<file path="src/rtl/riscv_isa_pkg.sv">
// RV32I opcode constants, command encodings and materializer FSM states.
// Shared by the encoder and the instruction materializer.
package riscv_isa_pkg;

  localparam logic [6:0] OP_LUI    = 7'b0110111;
  localparam logic [6:0] OP_IMM    = 7'b0010011;
  localparam logic [6:0] OP_JAL    = 7'b1101111;
  localparam logic [6:0] OP_BRANCH = 7'b1100011;
  localparam logic [6:0] OP_STORE  = 7'b0100011;

  localparam logic [31:0] NOP_WORD = 32'h00000013;

  localparam logic [2:0] CMD_LOAD_CONST = 3'd0;
  localparam logic [2:0] CMD_JAL        = 3'd1;
  localparam logic [2:0] CMD_BRANCH     = 3'd2;
  localparam logic [2:0] CMD_STORE      = 3'd3;

  typedef enum logic [1:0] {
    S_IDLE,
    S_EMIT,
    S_EMIT_LO,
    S_ERR
  } state_e;

  typedef enum logic [2:0] {
    FMT_U,
    FMT_I,
    FMT_S,
    FMT_B,
    FMT_J
  } fmt_e;

  function automatic logic in_range(
    input logic [31:0] v,
    input int          lo,
    input int          hi
  );
    return ($signed(v) >= lo) && ($signed(v) <= hi);
  endfunction

endpackage

</file>
<file path="src/rtl/immediate_encoder.sv">
// Packs an immediate and register fields into an RV32I U/I/S/B/J word.
// Purely combinational; B and J layouts discard immediate bit 0.
module immediate_encoder
  import riscv_isa_pkg::*;
(
  input  fmt_e        fmt_i,
  input  logic [31:0] imm_i,
  input  logic [4:0]  rd_i,
  input  logic [4:0]  rs1_i,
  input  logic [4:0]  rs2_i,
  input  logic [2:0]  funct3_i,
  input  logic [6:0]  opcode_i,
  output logic [31:0] word_o
);

  always_comb begin
    word_o = '0;
    unique case (fmt_i)
      FMT_U: word_o = {imm_i[31:12], rd_i, opcode_i};
      FMT_I: word_o = {imm_i[11:0], rs1_i, funct3_i,
                       rd_i, opcode_i};
      FMT_S: word_o = {imm_i[11:5], rs2_i, rs1_i,
                       funct3_i, imm_i[4:0], opcode_i};
      FMT_B: word_o = {imm_i[12], imm_i[10:5], rs2_i,
                       rs1_i, funct3_i, imm_i[4:1],
                       imm_i[11], opcode_i};
      FMT_J: word_o = {imm_i[20], imm_i[10:1], imm_i[11],
                       imm_i[19:12], rd_i, opcode_i};
      default: word_o = '0;
    endcase
  end

endmodule

</file>
<file path="src/rtl/instruction_materializer.sv">
// Turns a command into one or two RV32I words on a valid/ready stream.
// LOAD_CONST may need a LUI/ADDI pair; bad commands pulse cmd_error.
module instruction_materializer
  import riscv_isa_pkg::*;
(
  input  logic        clk,
  input  logic        rst,
  input  logic        cmd_valid,
  output logic        cmd_ready,
  input  logic [2:0]  cmd_op,
  input  logic [4:0]  cmd_rd,
  input  logic [4:0]  cmd_rs1,
  input  logic [4:0]  cmd_rs2,
  input  logic [2:0]  cmd_funct3,
  input  logic [31:0] cmd_value,
  output logic        instr_valid,
  input  logic        instr_ready,
  output logic [31:0] instr_data,
  output logic        instr_last,
  output logic        cmd_error
);

  state_e      state_q, state_d;
  logic [31:0] data_q, data_d;
  logic        last_q, last_d;
  logic [31:0] lo_q, lo_d;

  logic [19:0] hi;
  logic [11:0] lo12;
  logic [31:0] lo_sext;

  fmt_e        fmt0;
  logic [31:0] imm0;
  logic [4:0]  rd0, rs1_0, rs2_0;
  logic [2:0]  f3_0;
  logic [6:0]  opc0;
  logic        use_nop, two_words, bad;
  logic [31:0] enc0_word, enc1_word, word0;

  logic is_lc, is_jal, is_br, is_st, is_ill;

  // ADDI adds a signed 12-bit lo, so hi absorbs its borrow
  assign lo12    = cmd_value[11:0];
  assign lo_sext = {{20{lo12[11]}}, lo12};
  assign hi      = cmd_value[31:12] + {19'd0, cmd_value[11]};

  assign is_lc  = cmd_op == CMD_LOAD_CONST;
  assign is_jal = cmd_op == CMD_JAL;
  assign is_br  = cmd_op == CMD_BRANCH;
  assign is_st  = cmd_op == CMD_STORE;
  assign is_ill = cmd_op[2];

  always_comb begin
    fmt0      = FMT_I;
    imm0      = '0;
    rd0       = '0;
    rs1_0     = '0;
    rs2_0     = '0;
    f3_0      = '0;
    opc0      = OP_IMM;
    use_nop   = 1'b0;
    two_words = 1'b0;
    bad       = 1'b0;
    unique case (1'b1)
      is_lc: begin
        rd0 = cmd_rd;
        if (cmd_rd == 5'd0) begin
          use_nop = 1'b1;
        end else if (hi == 20'd0) begin
          imm0 = lo_sext;
        end else begin
          fmt0      = FMT_U;
          opc0      = OP_LUI;
          imm0      = {hi, 12'd0};
          two_words = lo12 != 12'd0;
        end
      end
      is_jal: begin
        fmt0 = FMT_J;
        opc0 = OP_JAL;
        imm0 = cmd_value;
        rd0  = cmd_rd;
        bad  = cmd_value[0] ||
               !in_range(cmd_value, -(1 << 20),
                         (1 << 20) - 2);
      end
      is_br: begin
        fmt0  = FMT_B;
        opc0  = OP_BRANCH;
        imm0  = cmd_value;
        rs1_0 = cmd_rs1;
        rs2_0 = cmd_rs2;
        f3_0  = cmd_funct3;
        bad   = cmd_value[0] ||
                !in_range(cmd_value, -4096, 4094) ||
                cmd_funct3 == 3'd2 ||
                cmd_funct3 == 3'd3;
      end
      is_st: begin
        fmt0  = FMT_S;
        opc0  = OP_STORE;
        imm0  = cmd_value;
        rs1_0 = cmd_rs1;
        rs2_0 = cmd_rs2;
        f3_0  = cmd_funct3;
        bad   = !in_range(cmd_value, -2048, 2047) ||
                cmd_funct3 > 3'd2;
      end
      default: bad = 1'b1;
    endcase
    if (is_ill) bad = 1'b1;
  end

  immediate_encoder u_enc0 (
    .fmt_i    (fmt0),
    .imm_i    (imm0),
    .rd_i     (rd0),
    .rs1_i    (rs1_0),
    .rs2_i    (rs2_0),
    .funct3_i (f3_0),
    .opcode_i (opc0),
    .word_o   (enc0_word)
  );

  immediate_encoder u_enc1 (
    .fmt_i    (FMT_I),
    .imm_i    (lo_sext),
    .rd_i     (cmd_rd),
    .rs1_i    (cmd_rd),
    .rs2_i    (5'd0),
    .funct3_i (3'd0),
    .opcode_i (OP_IMM),
    .word_o   (enc1_word)
  );

  assign word0 = use_nop ? NOP_WORD : enc0_word;

  always_comb begin
    state_d = state_q;
    data_d  = data_q;
    last_d  = last_q;
    lo_d    = lo_q;
    unique case (state_q)
      S_IDLE: begin
        if (cmd_valid) begin
          if (bad) begin
            state_d = S_ERR;
          end else begin
            state_d = S_EMIT;
            data_d  = word0;
            last_d  = !two_words;
            lo_d    = enc1_word;
          end
        end
      end
      S_EMIT: begin
        if (instr_ready) begin
          if (last_q) begin
            state_d = S_IDLE;
          end else begin
            state_d = S_EMIT_LO;
            data_d  = lo_q;
            last_d  = 1'b1;
          end
        end
      end
      S_EMIT_LO: begin
        if (instr_ready) state_d = S_IDLE;
      end
      default: state_d = S_IDLE;
    endcase
  end

  always_ff @(posedge clk) begin
    if (rst) begin
      state_q <= S_IDLE;
      data_q  <= '0;
      last_q  <= 1'b0;
      lo_q    <= '0;
    end else begin
      state_q <= state_d;
      data_q  <= data_d;
      last_q  <= last_d;
      lo_q    <= lo_d;
    end
  end

  assign cmd_ready   = state_q == S_IDLE;
  assign instr_valid = (state_q == S_EMIT) ||
                       (state_q == S_EMIT_LO);
  assign cmd_error   = state_q == S_ERR;
  assign instr_data  = data_q;
  assign instr_last  = last_q;

endmodule

</file>
<file path="config.mk">
export PLATFORM = sky130hd
export DESIGN_NAME = instruction_materializer
export DESIGN_NICKNAME = d
export VERILOG_FILES = /design/src/rtl/riscv_isa_pkg.sv /design/src/rtl/immediate_encoder.sv /design/src/rtl/instruction_materializer.sv
export SDC_FILE = /design/constraint.sdc
export NUM_CORES = 1
export LEC_CHECK = 0
export ABC_AREA = 1
export BUFFER_PORTS_ARGS = -buffer_cell sky130_fd_sc_hd__buf_4
export CORE_MARGIN = 1.5
export CORE_UTILIZATION = 49
export DETAILED_ROUTE_END_ITERATION = 10
export PLACE_DENSITY_LB_ADDON = 0.3
export REMOVE_ABC_BUFFERS = 1
export SYNTH_ARGS = -nofsm -noshare
export SYNTH_HDL_FRONTEND = slang
export SYNTH_SLANG_ARGS = --single-unit
</file>
<file path="constraint.sdc">
create_clock -name clk -period 3.7 [get_ports clk]
set_input_delay 0.74 -clock clk [delete_from_list [all_inputs] [get_ports clk]]
set_output_delay 0.74 -clock clk [all_outputs]
set_load 0.02 [all_outputs]
</file>
# [Yosys cells after proc, flatten, opt, wreduce, memory -nomap -nowiden]
# Cells that the tools add are included.
# Widths: inputs -> output; s select.
[totals] regBits=60 in_bits=57 wordCells=94
[op_classes] add_sub_neg=1 order_cmp=7 n_eq_ne=17 n_mux=37 bitwise=1 n_reduce_logical=27
[ops] cell="$mux 32" n=7
[ops] cell="$pmux 32 s5" n=1
[ops] cell="$pmux 32 s2" n=2
[ops] cell="$ge 32x12->1 const B" n=1
[ops] cell="$ge 32x13->1 const B" n=1
[ops] cell="$ge 32x21->1 const B" n=1
[ops] cell="$le 32x12->1 const B" n=1
[ops] cell="$le 32x13->1 const B" n=1
[ops] cell="$le 32x21->1 const B" n=1
[ops] cell="$pmux 7 s4" n=1
[ops] cell="$add 20x1->20" n=1
[ops] cell="$logic_not 20->1" n=1
[ops] cell="$eq 3x2->1 const B" n=6
[ops] cell="$mux 5" n=3
[ops] cell="$mux 6" n=2
[ops] cell="$pmux 3 s4" n=1
[ops] cell="$reduce_bool 12->1" n=1
[ops] cell="$mux 1" n=11
[ops] cell="$mux 2" n=5
[ops] cell="$ne 2x2->1 const B" n=5
[ops] cell="$eq 3x1->1 const B" n=2
[ops] cell="$logic_not 3->1" n=2
[ops] cell="$logic_or 1x1->1" n=6
[ops] cell="$pmux 2 s3" n=1
[ops] cell="18 further kinds" n=26

# [Logic depth before layout (Yosys ltp)]
[logic_depth] depth_word=11 ltp_mapped=19 depth_no_buf=18

# [Hierarchy]
# From an unflattened synthesis, not the netlist that was laid out.
[hier_totals] hier_cells=1121 area_unflattened_um2=6065.8
[by_module_without_submodules] module="instruction_materializer" n_inst=1 cells_each=883 area_each_um2=5024.8 seq_area_each_um2=1341.3
[by_module_without_submodules] module="immediate_encoder" n_inst=2 cells_each=119 area_each_um2=520.5 seq_area_each_um2=0.0

# [Least setup slack after synthesis]
# Ideal clock, no wire load.
[synth_timing] path_type="input-to-reg" startpoint="input port cmd_value[15]" endpoint="register data_q[12] (netlist: instr_data[12])" arrival_time_ps=2318 required_time_ps=3568 slack_ps=1249 path_stages=17 path_buffers=2 cell_sequence="buf_2 > nand2_1 > nor2_4 > nand2_1 > nand2_1 > nand2_1 > inv_1 > nand2_1 > nor2_1 > nand3_1 > nor2_1 > nand2_2 > nand2_2 > buf_4 > o21ai_0 > nand2_1 > a21oi_1"
[synth_between] elab_chain_cells=11 elab_cells_between_ends=39
[synth_lines] item="start, declared" line_no="instruction_materializer.sv:15" text="input logic [31:0] cmd_value,"
[synth_lines] item="$add 20x1->20" line_no="instruction_materializer.sv:45" text="assign hi = cmd_value[31:12] + {19'd0, cmd_value[11]};"
[synth_lines] item="$logic_not 20->1" line_no="instruction_materializer.sv:69" text="end else if (hi == 20'd0) begin"
[synth_lines] item="$mux 1" line_no="instruction_materializer.sv:69"
[synth_lines] item="$mux 1" line_no="instruction_materializer.sv:67" text="if (cmd_rd == 5'd0) begin"
[synth_lines] item="$pmux 3 s4" line_no="instruction_materializer.sv:64" text="unique case (1'b1)"
[synth_lines] item="$eq 3x3->1, or another cell as far along" line_no="immediate_encoder.sv:18" text="unique case (fmt_i)"
[synth_lines] item="$pmux 32 s5" line_no="immediate_encoder.sv:18"
[synth_lines] item="$mux 32" line_no="instruction_materializer.sv:136" text="assign word0 = use_nop ? NOP_WORD : enc0_word;"
[synth_lines] item="$mux 32" line_no="instruction_materializer.sv:146" text="if (bad) begin"
[synth_lines] item="$mux 32" line_no="instruction_materializer.sv:145" text="if (cmd_valid) begin"
[synth_lines] item="$pmux 32 s2" line_no="instruction_materializer.sv:143" text="unique case (state_q)"
[synth_lines] item="end signal, assigned" line_no="instruction_materializer.sv:182" text="data_q <= data_d;"
[synth_lines] item="end, declared" line_no="instruction_materializer.sv:24" text="logic [31:0] data_q, data_d;"
# Parallel ways exist; a longest one is shown, timed or not. The select of a mux whose other input is x is not followed.
# A chain may end at the register's enable or synchronous reset.

# [Final worst setup path]
[layout_timing] startpoint="input port cmd_value[11]" endpoint="register data_q[26] (netlist: instr_data[26])"
# Same word-level chain as after synthesis.

==> metrics.txt <==
outcome=complete, no violations; critical path's top delay family=simple AND/OR/NAND/NOR gates; reg2reg path depth=12; total power=2.52 mW; Core Area=8340 sq um; CP arrival=3.33 ns; Seq cells post-synth=52; multiplexer area fraction after synthesis=0; skew final=0.00696 ns; largest family of logic cells by synthesized area=simple AND/OR/NAND/NOR gates; DR iter-0 viols=529; largest net degree at the start of global routing=42; Hold Path Sink=instr_data[13]; RSZ-0062 raised after global routing=false; pwr/cell area=496 nW/um^2; R2R Setup Slk=1.37 ns; drt drc=0; met2 WL=6.61 mm; WP data required=3.95 ns; worst hold slack=0.468 ns; CTS tree=yes; Hold Path Depth=2; slowest stage delay, CP=0.30 ns; top routing layer used=met4; diode count=0; Max clock buf depth=2; Distinct cells, synth=37; clock group share of total power=0.134; WL final=14.6 mm; Die H=96.3 um; met3 wire length=1.35 mm; synth top area cells=dfxtp_1 (24%), nand2_1 (21%), nand3_1 (9.3%); internal power=1.30 mW; initial antenna violation count=0; via count=5229; htree depth=2; worst-path cell chain=buf_4, ha_1, nand2_1, nor2_4, nand2_1, nand2_1, nand2_1, inv_1, nand2_1, nor2_1, nand3_1, nor2_1, nand2_2, nand2_2, inv_1, nand3_1, nand3_1, a21oi_1; clk slew on worst S/H paths=0.10 ns; relative slew slack=0.615; Tmin final=3.07 ns; PnR worst setup slack=0.625 ns; vias per cell=5.65; first drt pass iteration count=6; Starting Density=0.512; Tcrit/Tclk final=0.831; worst-skew pair later-pin latency=0.32 ns; Worst path slowest cell=nand2_2; Site Rows=33; cell count after synthesis=745; Yosys top cell area share=0.244; final global-route overflow total=0; Setup Viol. Count Final=0; M1 WL=6.36 mm; Combinational Power Share=0.554; Adder-Cell Fraction of Synth Area=0.0205; average wire per standard cell=15.7 um; RD Place Congestion=1.05; number of setup buffers added after CTS=0; num ports=93; Max-Cap Viols=0; Seq pwr share=0.312; post-synthesis compound-gate area fraction=0.149; worst reg2reg startpoint=state_q[0]; Final Max Tran Viols=0; Psw=1.22 mW; worst-path maximum fanout=16; CP endpoint kind=register; Root Driver=clkbuf_8; fraction of layout instances using a drive strength above 1=0.167; LEAKAGE=2.34 nW; total track usage=0.318; Fillers=813; hold_sp=instr_data[13]; Top FF cell, synth=dfxtp_1; VDD IR max=0.322 mV; Post-Synth Simple-Gate Area=0.473; mapped cell area=4270 sq um; area leader, netlist=dfxtp_1; Post-CTS Hold Buffers=0; TritonCTS sink count=52; yosys synthesis warning count=0; Placement Setup Slack=0.369 ns; die outline area=9280 sq um; crit path kind=input pin to register; register area share after synthesis=0.244; Resize count post-CTS=0; most frequent cell on the critical path=nand2_1; Bufs and invs on worst path=3; vias in the first global route=4620; Sw Ratio=0.483; DPL Wire Length=11.3 mm; crit path launch type=input pin; FF-to-FF End=instr_data[15]; post-synthesis xor/xnor area fraction=0.00821; Die W=96.3 um; Async S/R FF share, synth=0; # nets final=884; CP Launch Point=cmd_value[11]; EDFF count, synth=0; Inserted Clock Buffers=5; Hold Fails Final Rpt=0; post-route ant nets=0; f_max=325 MHz; HP Class=register to register; worst slew pin tran=0.576 ns; final setup TNS=0 ns; syn_area_per_cell=5.73 sq um; port bufs=92; Area Growth Syn to Fin=19.0%; first-pass GRT wire length=22.8 mm
## sequential cells by signal, summed over array words and instances (netlist names)
name and flops:
instr_data 31, instr_last 1, lo_q 18, state_q 2
## through the flow
stage           util  cells  instance area [sq um]
6_report       0.609    926                   5080
4_1_cts        0.609    926                   5080
3_5_place_dp   0.598    918                   4990
2_1_floorplan      -    713                   4110
5_1_grt        0.609    926                   5080
3_3_place_gp   0.598    918                   4990
## kinds of logic (layout without fill, tap and decap cells)
logic type               after synthesis  in the layout
XOR/XNOR                               4              4
AND/OR/NAND/NOR                      456            456
adder cells (fa/ha/maj)                7              7
AO/OA/AOI/OAI                        118            118
buffers and inverters                108            184
flip-flops                            52             52
## worst reg2reg max path, cell delays in order (launching register included)
cell and delay [ns]:
dfxtp_1 0.40, inv_1 0.08, ha_1 0.19, buf_4 0.22
inv_1 0.12, o22ai_1 0.10, a21oi_1 0.29, nand3_4 0.28
buf_4 0.28, nand2_1 0.07, o21ai_1 0.06, nor2_1 0.08
nor2_1 0.04
## final cells by class
type	count	area, sq um	share of cell area
clock buffers	6	72.6	0.0143
clock inverters	2	16.3	0.00320
inverters	76	287	0.0564
multi-input cells	585	2780	0.547
flip-flops and latches	52	1040	0.205
well taps	105	131	0.0259
repair buffers	100	751	0.148
## layout by cell type (no fill, tap or decap), types with 2 or more instances in the layout
cell | Yosys | routed
nand2_1 | 234 | 234
buf_4 | 4 | 100
nor2_1 | 80 | 80
nand3_1 | 79 | 79
inv_1 | 73 | 73
a21oi_1 | 64 | 64
dfxtp_1 | 52 | 52
nand4_1 | 26 | 26
o21ai_0 | 25 | 25
o21ai_1 | 9 | 9
nor3_1 | 9 | 9
a31oi_1 | 9 | 9
nand2_2 | 7 | 7
ha_1 | 7 | 7
nor2_2 | 6 | 6
nor2_4 | 5 | 5
clkbuf_8 | 0 | 5
o21bai_1 | 3 | 3
and2_1 | 3 | 3
xor2_1 | 3 | 3
a21oi_2 | 3 | 3
nand3b_1 | 2 | 2
nand3_4 | 2 | 2
o21ai_2 | 2 | 2
nand3_2 | 2 | 2
## synthesized netlist by cell type, types with 2 or more instances
master / number
nor2_2: 6
o21ai_1: 9
nor3_1: 9
inv_1: 73
o21bai_1: 3
nand2_1: 234
buf_2: 8
ha_1: 7
xor2_1: 3
a31oi_1: 9
nor2_4: 5
a21oi_1: 64
nand3b_1: 2
buf_1: 3
nand3_1: 79
o21ai_0: 25
clkbuf_1: 14
nand3_2: 2
o21ai_2: 2
and2_1: 3
nand2_2: 7
nand4_1: 26
a21oi_2: 3
nand3_4: 2
dfxtp_1: 52
buf_6: 2
nor2_1: 80
buf_4: 4
## routing by layer
metal / up-vias / track usage
met2: 270 / 0.509
met1: 2355 / 0.453
li1: 2572 / -
met5: - / 0
met4: 0 / 0.0725
met3: 32 / 0.0387
## power by group through the flow
stage / registers, mW / clock network [mW] / logic, mW
floorplan: 0.911 / 0 / 0.699
global placement: 0.790 / 0 / 1.35
detailed placement: 0.793 / 0 / 1.38
CTS: 0.784 / 0.340 / 1.38
global route: 0.801 / 0.366 / 1.53
finish: 0.786 / 0.339 / 1.39
## how the worst max path moves through the flow
stage          slack, ns  depth (start not counted)              to
3_5_place_dp        0.37                         18  instr_data[28]
3_3_place_gp        0.41                         18  instr_data[26]
4_1_cts             0.70                         18  instr_data[26]
6_report            0.63                         18  instr_data[26]
5_1_grt             0.40                         18  instr_data[30]
2_1_floorplan       0.43                         11  instr_data[25]
(Power assumes the default switching activity.)
